<file path="config.mk">
export PLATFORM = sky130hd
export DESIGN_NAME = sdram_ch_arbiter
export DESIGN_NICKNAME = d
export VERILOG_FILES = /design/src/rtl/sdram_ch_arbiter.sv
export SDC_FILE = /design/constraint.sdc
export NUM_CORES = 1
export LEC_CHECK = 0
export BUFFER_PORTS_ARGS = -buffer_cell sky130_fd_sc_hd__buf_2
export CORE_MARGIN = 2
export CORE_UTILIZATION = 31
export CTS_CLUSTER_DIAMETER = 100
export DETAILED_ROUTE_END_ITERATION = 10
export GPL_ROUTABILITY_DRIVEN = 0
export GPL_TIMING_DRIVEN = 0
export PLACE_DENSITY = 0.66
export SLEW_MARGIN = 20
export SYNTH_ARGS = -nofsm -noshare
export SYNTH_HDL_FRONTEND = slang
export SYNTH_SLANG_ARGS = --single-unit
</file>
<file path="constraint.sdc">
create_clock -name clk -period 4.82 [get_ports clk]
set_clock_uncertainty 0.05 [all_clocks]
set_input_delay 1.205 -clock clk [delete_from_list [all_inputs] [get_ports clk]]
set_output_delay 1.205 -clock clk [all_outputs]
set_load 0.01 [all_outputs]
</file>
<file path="src/rtl/sdram_ch_arbiter.sv">
// Round-robin arbiter sharing one edge-triggered SDRAM channel among four
// level-handshake requesters; SDRAM_ARB_REFRESH_EN adds the refresh keeper.
module sdram_ch_arbiter #(
  parameter int REFRESH_INTERVAL = 600
) (
  input  logic        clk,
  input  logic        reset,
  input  logic [99:0] req_addr,
  input  logic [3:0]  req_rd,
  input  logic [3:0]  req_wr,
  input  logic [31:0] req_din,
  output logic [3:0]  req_ack,
  output logic [7:0]  req_dout,
  output logic [24:0] ch_addr,
  output logic        ch_rd,
  output logic        ch_wr,
  output logic [7:0]  ch_din,
  input  logic [7:0]  ch_dout,
  input  logic        ch_busy,
  output logic        ref_active
);

  typedef enum logic [1:0] {
    IDLE,
    ISSUE,
    DRAIN,
    DONE
  } state_e;

  state_e      state_q, state_d;
  logic [1:0]  rr_q, rr_d;
  logic [1:0]  gnt_q, gnt_d;
  logic        we_q, we_d;
  logic        is_ref_q, is_ref_d;
  logic [24:0] addr_q, addr_d;
  logic [7:0]  din_q, din_d;
  logic        rd_q, rd_d;
  logic        wr_q, wr_d;
  logic [3:0]  ack_q, ack_d;
  logic [7:0]  dout_q, dout_d;

  logic        ref_pend;
  logic [24:0] ref_addr;
  logic        gnt_fire;

  logic [3:0]  req_any;
  logic        sel_vld;
  logic [1:0]  sel;
  logic [1:0]  idx;

  assign req_any = req_rd | req_wr;

  // Descending scan so the lowest offset from rr_q wins.
  always_comb begin
    sel_vld = 1'b0;
    sel     = rr_q;
    idx     = rr_q;
    for (int k = 3; k >= 0; k--) begin
      idx = rr_q + 2'(k);
      if (req_any[idx]) begin
        sel_vld = 1'b1;
        sel     = idx;
      end
    end
  end

  always_comb begin
    state_d  = state_q;
    rr_d     = rr_q;
    gnt_d    = gnt_q;
    we_d     = we_q;
    is_ref_d = is_ref_q;
    addr_d   = addr_q;
    din_d    = din_q;
    rd_d     = rd_q;
    wr_d     = wr_q;
    ack_d    = '0;
    dout_d   = dout_q;
    gnt_fire = 1'b0;
    unique case (state_q)
      IDLE: begin
        if (!ch_busy && (ref_pend || sel_vld)) begin
          gnt_fire = 1'b1;
          state_d  = ISSUE;
          if (ref_pend) begin
            is_ref_d = 1'b1;
            we_d     = 1'b0;
            addr_d   = ref_addr;
            rd_d     = 1'b1;
            wr_d     = 1'b0;
          end else begin
            is_ref_d = 1'b0;
            gnt_d    = sel;
            we_d     = req_wr[sel];
            addr_d   = req_addr[25*sel +: 25];
            din_d    = req_din[8*sel +: 8];
            rd_d     = ~req_wr[sel];
            wr_d     = req_wr[sel];
          end
        end
      end
      ISSUE: begin
        if (ch_busy) begin
          rd_d    = 1'b0;
          wr_d    = 1'b0;
          state_d = DRAIN;
        end
      end
      DRAIN: begin
        // Ack is raised on entry to DONE so it is visible during DONE.
        if (!ch_busy) begin
          state_d = DONE;
          if (!is_ref_q) begin
            dout_d       = ch_dout;
            ack_d[gnt_q] = 1'b1;
          end
        end
      end
      DONE: begin
        state_d  = IDLE;
        is_ref_d = 1'b0;
        if (!is_ref_q) begin
          rr_d = gnt_q + 2'd1;
        end
      end
      default: state_d = IDLE;
    endcase
  end

  always_ff @(posedge clk) begin
    if (reset) begin
      state_q  <= IDLE;
      rr_q     <= '0;
      gnt_q    <= '0;
      we_q     <= 1'b0;
      is_ref_q <= 1'b0;
      addr_q   <= '0;
      din_q    <= '0;
      rd_q     <= 1'b0;
      wr_q     <= 1'b0;
      ack_q    <= '0;
      dout_q   <= '0;
    end else begin
      state_q  <= state_d;
      rr_q     <= rr_d;
      gnt_q    <= gnt_d;
      we_q     <= we_d;
      is_ref_q <= is_ref_d;
      addr_q   <= addr_d;
      din_q    <= din_d;
      rd_q     <= rd_d;
      wr_q     <= wr_d;
      ack_q    <= ack_d;
      dout_q   <= dout_d;
    end
  end

`ifdef SDRAM_ARB_REFRESH_EN
  localparam int CW = $clog2(REFRESH_INTERVAL + 1);
  localparam logic [CW-1:0] CntMax = CW'(REFRESH_INTERVAL);

  logic [CW-1:0] cnt_q, cnt_d;
  logic [23:0]   shadow_q, shadow_d;
  logic          hit;

  // shadow mirrors the controller's last-word tracker.
  always_comb begin
    hit      = gnt_fire && !we_d && (addr_d[24:1] == shadow_q);
    shadow_d = shadow_q;
    if (gnt_fire) begin
      shadow_d = we_d ? '1 : addr_d[24:1];
    end
    if (hit) begin
      cnt_d = '0;
    end else if (cnt_q == CntMax) begin
      cnt_d = cnt_q;
    end else begin
      cnt_d = cnt_q + CW'(1);
    end
  end

  always_ff @(posedge clk) begin
    if (reset) begin
      cnt_q    <= '0;
      shadow_q <= '1;
    end else begin
      cnt_q    <= cnt_d;
      shadow_q <= shadow_d;
    end
  end

  assign ref_pend   = (cnt_q == CntMax);
  assign ref_addr   = {shadow_q, 1'b0};
  assign ref_active = is_ref_q;
`else
  assign ref_pend   = 1'b0;
  assign ref_addr   = '0;
  assign ref_active = 1'b0;
`endif

  assign req_ack  = ack_q;
  assign req_dout = dout_q;
  assign ch_addr  = addr_q;
  assign ch_rd    = rd_q;
  assign ch_wr    = wr_q;
  assign ch_din   = din_q;

endmodule

</file>
Word-level counts from Yosys, hierarchy flattened
Index checks and enable logic that the tools add are counted.
Word-level totals
  word-level logic and storage cells: 79
  output and inout port bits: 48
  bits of input ports: 151
  register bits after elaboration: 54
Cells by class
  eq/ne operators: 6
  $lt $le $gt $ge: 7
  $add $sub $neg: 4
  bitwise gates (word level): 5
  shift operators: 2
  reduce and logical (&&, ||, !) cells: 13
  multiply operators: 1
  mux-type cells: 31
Operators by type and width (number)
  100-bit by 8-bit variable part select with 25-bit output: 1
  32-bit by 6-bit variable part select with 8-bit output: 1
  2-bit by 3-bit less-than comparator with 1-bit output, second input constant: 6
  1-bit two-way mux: 14
  2-bit two-way mux: 7
  1-bit binary-select mux with 2-bit select: 5
  3-bit AND reduction: 3
  2-bit case mux with 4 select lines: 1
  5-bit by 2-bit multiplier with 7-bit output, first input constant: 1
  2-bit != test, second input constant: 3
  1-bit case mux with 2 select lines: 3
  2-bit AND reduction: 3
  2-bit by 1-bit adder with 2-bit output, second input constant: 2
  2-bit adder, second input constant: 2
  2-bit equality test, second input constant: 2
  1-bit NOT: 4
  4-bit OR: 1
  2-bit nonzero test: 2
  4-bit OR reduction: 1
  1-bit demux with 2-bit select: 1
  2-bit by 1-bit equality test with 1-bit output, second input constant: 1
  2-bit by 1-bit >= comparator with 1-bit output, second input constant: 1
  1-bit logical AND: 2
  2-bit logical NOT: 1
  1-bit logical NOT: 1

Logic depth before layout (Yosys ltp)
  word-level depth: 12
  gate-level depth with buffers: 9
  mapped depth without buffers: 7

Worst setup path before layout
Ideal clock, no wire load.
  kind: input to register
  from: input req_wr[0]
  to: register addr_q[21], in the netlist ch_addr[21]
  stages: 9
  buffers on the path: 4
  library setup time: 138 ps
  data required time: 4632 ps
  arrival time: 2780 ps
  slack: 1852 ps
  path through: buf_6 or4_1 a32oi_1 o211ai_1 buf_2 buf_6 buf_6 mux2i_1 o221ai_1
Between the ends
  word-level cells in the longest chain between the ends: 9
  elaborated cells on any way between the ends: 21
  those cells by class: mul: 1; shift: 1; mux: 16; bitwise: 1; reduce/logical: 2
Ends and longest elaborated chain
  start: declaration: RTL line 10  | input logic [3:0] req_wr,
  4-bit OR (*): RTL line 51  | assign req_any = req_rd | req_wr;
  1-bit binary-select mux with 2-bit select: RTL line 60  | if (req_any[idx]) begin
  1-bit two-way mux (implied by the code): RTL line 60
  2-bit two-way mux or 1-bit two-way mux (tied branches) (4 in a row): RTL line 60
  5-bit by 2-bit multiplier with 7-bit output or 1-bit logical AND (tied branches): RTL line 95, 82
  100-bit by 8-bit variable part select with 25-bit output or 2-bit AND reduction (tied branches)
  end signal: assignment: RTL line 149  | addr_q <= addr_d;
  end: declaration: RTL line 35  | logic [24:0] addr_q, addr_d;
Every way passes the cells marked *; elsewhere a longest branch is shown, timed or not. The select of a mux whose other input is x is not followed.
A chain may end at the register's enable or synchronous reset.

Final worst setup path
  from: input req_rd[1]
  to: register addr_q[24], in the netlist ch_addr[24]
Between the ends
  word-level cells in the longest chain between the ends: 9
  elaborated cells on any way between the ends: 21
  those cells by class: mul: 1; shift: 1; mux: 16; bitwise: 1; reduce/logical: 2
Ends and longest elaborated chain
  start: declaration: RTL line 9  | input logic [3:0] req_rd,
  4-bit OR (*): RTL line 51
  1-bit binary-select mux with 2-bit select: RTL line 60
  1-bit two-way mux (implied by the code): RTL line 60
  2-bit two-way mux or 1-bit two-way mux (tied branches) (4 in a row): RTL line 60
  5-bit by 2-bit multiplier with 7-bit output or 1-bit logical AND (tied branches): RTL line 95, 82
  100-bit by 8-bit variable part select with 25-bit output or 2-bit AND reduction (tied branches)
Marked as above.

==> qor.txt <==
status - completed
row count - 35
CP Capture Type - register
Post-Syn Instances - 316
Post-synth EDFFs - 0
die area - 10,260 um^2
WL/cell - 14.51 um
DR iter-0 viols - 58
sequential cell area fraction in the yosys report - 36.15%
CTS resizes - 0
largest area contributor in the netlist - dfxtp_1
PD cells - 352.4 nW/um^2
Synthesized Nets - 476
CTS root buffer - clkbuf_8
synth-to-layout area growth - 42.24%
Starting Density - 31.92%
H-tree depth - 2
Async S/R FF share, synth - 0%
Clock Path Buffers - 2
Lkg Pwr - 2.303 nW
Top FF cell, synth - dfxtp_1
TritonCTS Sinks - 53
layout cell share with drive strength beyond 1 - 42.50%
Post-CTS Setup Inserts - 0
RSZ-0062 raised after global routing - no
DIE HEIGHT - 101.3 um
worst-path fanout max - 10
part of the cycle the worst path needs - 64.76%
top post-synthesis cells by count - 70 x mux2i_1, 55 x nand2_1, 53 x dfxtp_1
Final WS setup - 1.699 ns
chip width - 101.3 um
Ys Warns - 0
critical path launch point type - input port
final setup vio count - 0
TritonCTS clock tree - built
final hold viol count - 0
routed vias - 3,124
fin nets - 679
Port Buffers - 196
maximum VDD drop - 0.1527 mV
setup_tns - 0 ns
Tmin final - 3.121 ns
largest net degree at the start of global routing - 17
hold buffers post-CTS - 0
max-cap viol count - 0
Boundary Pins - 199
top-area cell type share of the netlist area - 36.15%
kind of critical path - in -> reg
drc violations - 0
Cell Area, Synth - 2935 um^2
CP required - 4.94 ns
Synth Area per Inst - 9.289 um^2
min-delay worst type - reg -> reg
number of synthesized register bits - 53
Worst-Skew Late Latency - 0.31 ns
CORE AREA - 9196 um^2
Total Power - 0.001471 W
Clock Pin Slew Worst Setup and Hold Paths - 0.10 ns
GRT overflow - 0
initial antenna violation count - 0
Arr. time, crit path - 3.24 ns
dpl hpwl - 7364 um
Slew Limit Headroom - 63.45%
fin. max-slew vios - 0
ranking of synthesized cells by area - dfxtp_1 36%, mux2i_1 24%, o221ai_1 9.8%
dpl cells - 623
Total GRT Usage - 17.10%
Filler cells - 929
Via density - 4.951
Netlist cell types - 43
most common cell in the netlist - mux2i_1
maximum clock frequency - 320.4 MHz
Place WS - 1.296 ns
post-route ant nets - 0
Detailed Routing Iterations Pass 1 - 4
Num CTS Buffers - 5
Least-Margin Pin Slew - 0.5412 ns
n_diodes - 0
first-pass GRT wire length - 14,030 um
Routed WL - 9154 um
vias in the first global route - 3,011
Post-Layout Cell Count - 631
==> critical path, stage by stage <==
cell	delay [ns]
buf_2	0.11
nor2_1	0.22
nand3_1	0.11
a41oi_1	0.50
nand2b_1	0.18
buf_1	0.28
clkbuf_1	0.44
o221ai_1	0.21
==> power by group <==
group / total [W] / switching (W) / leakage [nW] / internal, W
Combinational: 0.000576 / 0.000309 / 1.81 / 0.000267
Clock: 0.000323 / 0.000153 / 0.0574 / 0.000169
Sequential: 0.000572 / 0.0000480 / 0.433 / 0.000524
==> logic make-up after synthesis <==
kind of cell,share of synthesized area [%]
AOI/OAI and AO/OA,16.92
buffers and inverters,5.413
and+or+nand+nor,12.79
other,0.1278
muxes,24.77
adders and majority gates,3.836
DFF,36.15
==> metal layers <==
layer	wire [um]	global-route usage [%]
met2	4484	29.85
met3	687	3.934
met5	0	0
met4	104	4.782
met1	3878	21.06
==> cells in the final DEF, fill, tap and decap left out, types with 2 or more instances in the layout <==
cell type	instances
nand2b_1	2
ha_1	9
buf_6	3
nand3_1	2
o221ai_1	33
a211o_1	2
clkbuf_8	6
inv_1	8
a21oi_1	9
o211ai_1	5
and2_1	4
dfxtp_1	53
clkbuf_1	13
buf_2	202
nor2b_1	3
nand2_1	55
nor2_1	12
mux2i_1	70
nor3_1	2
==> area by class of cell <==
cell class	instances	area, um^2	share of cell area [%]
well taps	111	138.9	3.326
multi-input cells	230	1715	41.08
repair buffers	196	980.9	23.49
clock inverters	2	37.54	0.8990
clock buffers	6	82.58	1.978
flip-flops and latches	53	1061	25.41
inverters	8	30.03	0.7192
plain buffers	25	128.9	3.087
==> stage by stage <==
| step | hold slack, ns | cell area [um^2] | util (%) |
|---|---|---|---|
| 3_3_place_gp | 0.3897 | 4055 | 44.10 |
| 6_report | 0.4062 | 4175 | 45.40 |
| 3_5_place_dp | 0.3916 | 4055 | 44.10 |
| 4_1_cts | 0.4098 | 4175 | 45.40 |
| 5_1_grt | 0.4348 | 4175 | 45.40 |
| 2_1_floorplan | 0.4231 | 2935 | - |
==> sequential cells by signal, summed over array words and instances, names as in the netlist <==
register / cells
ch_wr: 1
rr_q: 2
req_ack: 4
state_q: 2
gnt_q: 2
req_dout: 8
ch_rd: 1
ch_addr: 25
ch_din: 8
==> final timing paths <==
check	from	to	slack, ns	depth (start not counted)
max	req_rd[1]	ch_addr[24]	1.70	8
min reg2reg	req_dout[0]	req_dout[0]	0.41	2
max reg2reg	rr_q[1]	ch_addr[24]	2.44	7
min	req_dout[0]	req_dout[0]	0.41	2
(Power assumes the default switching activity.)
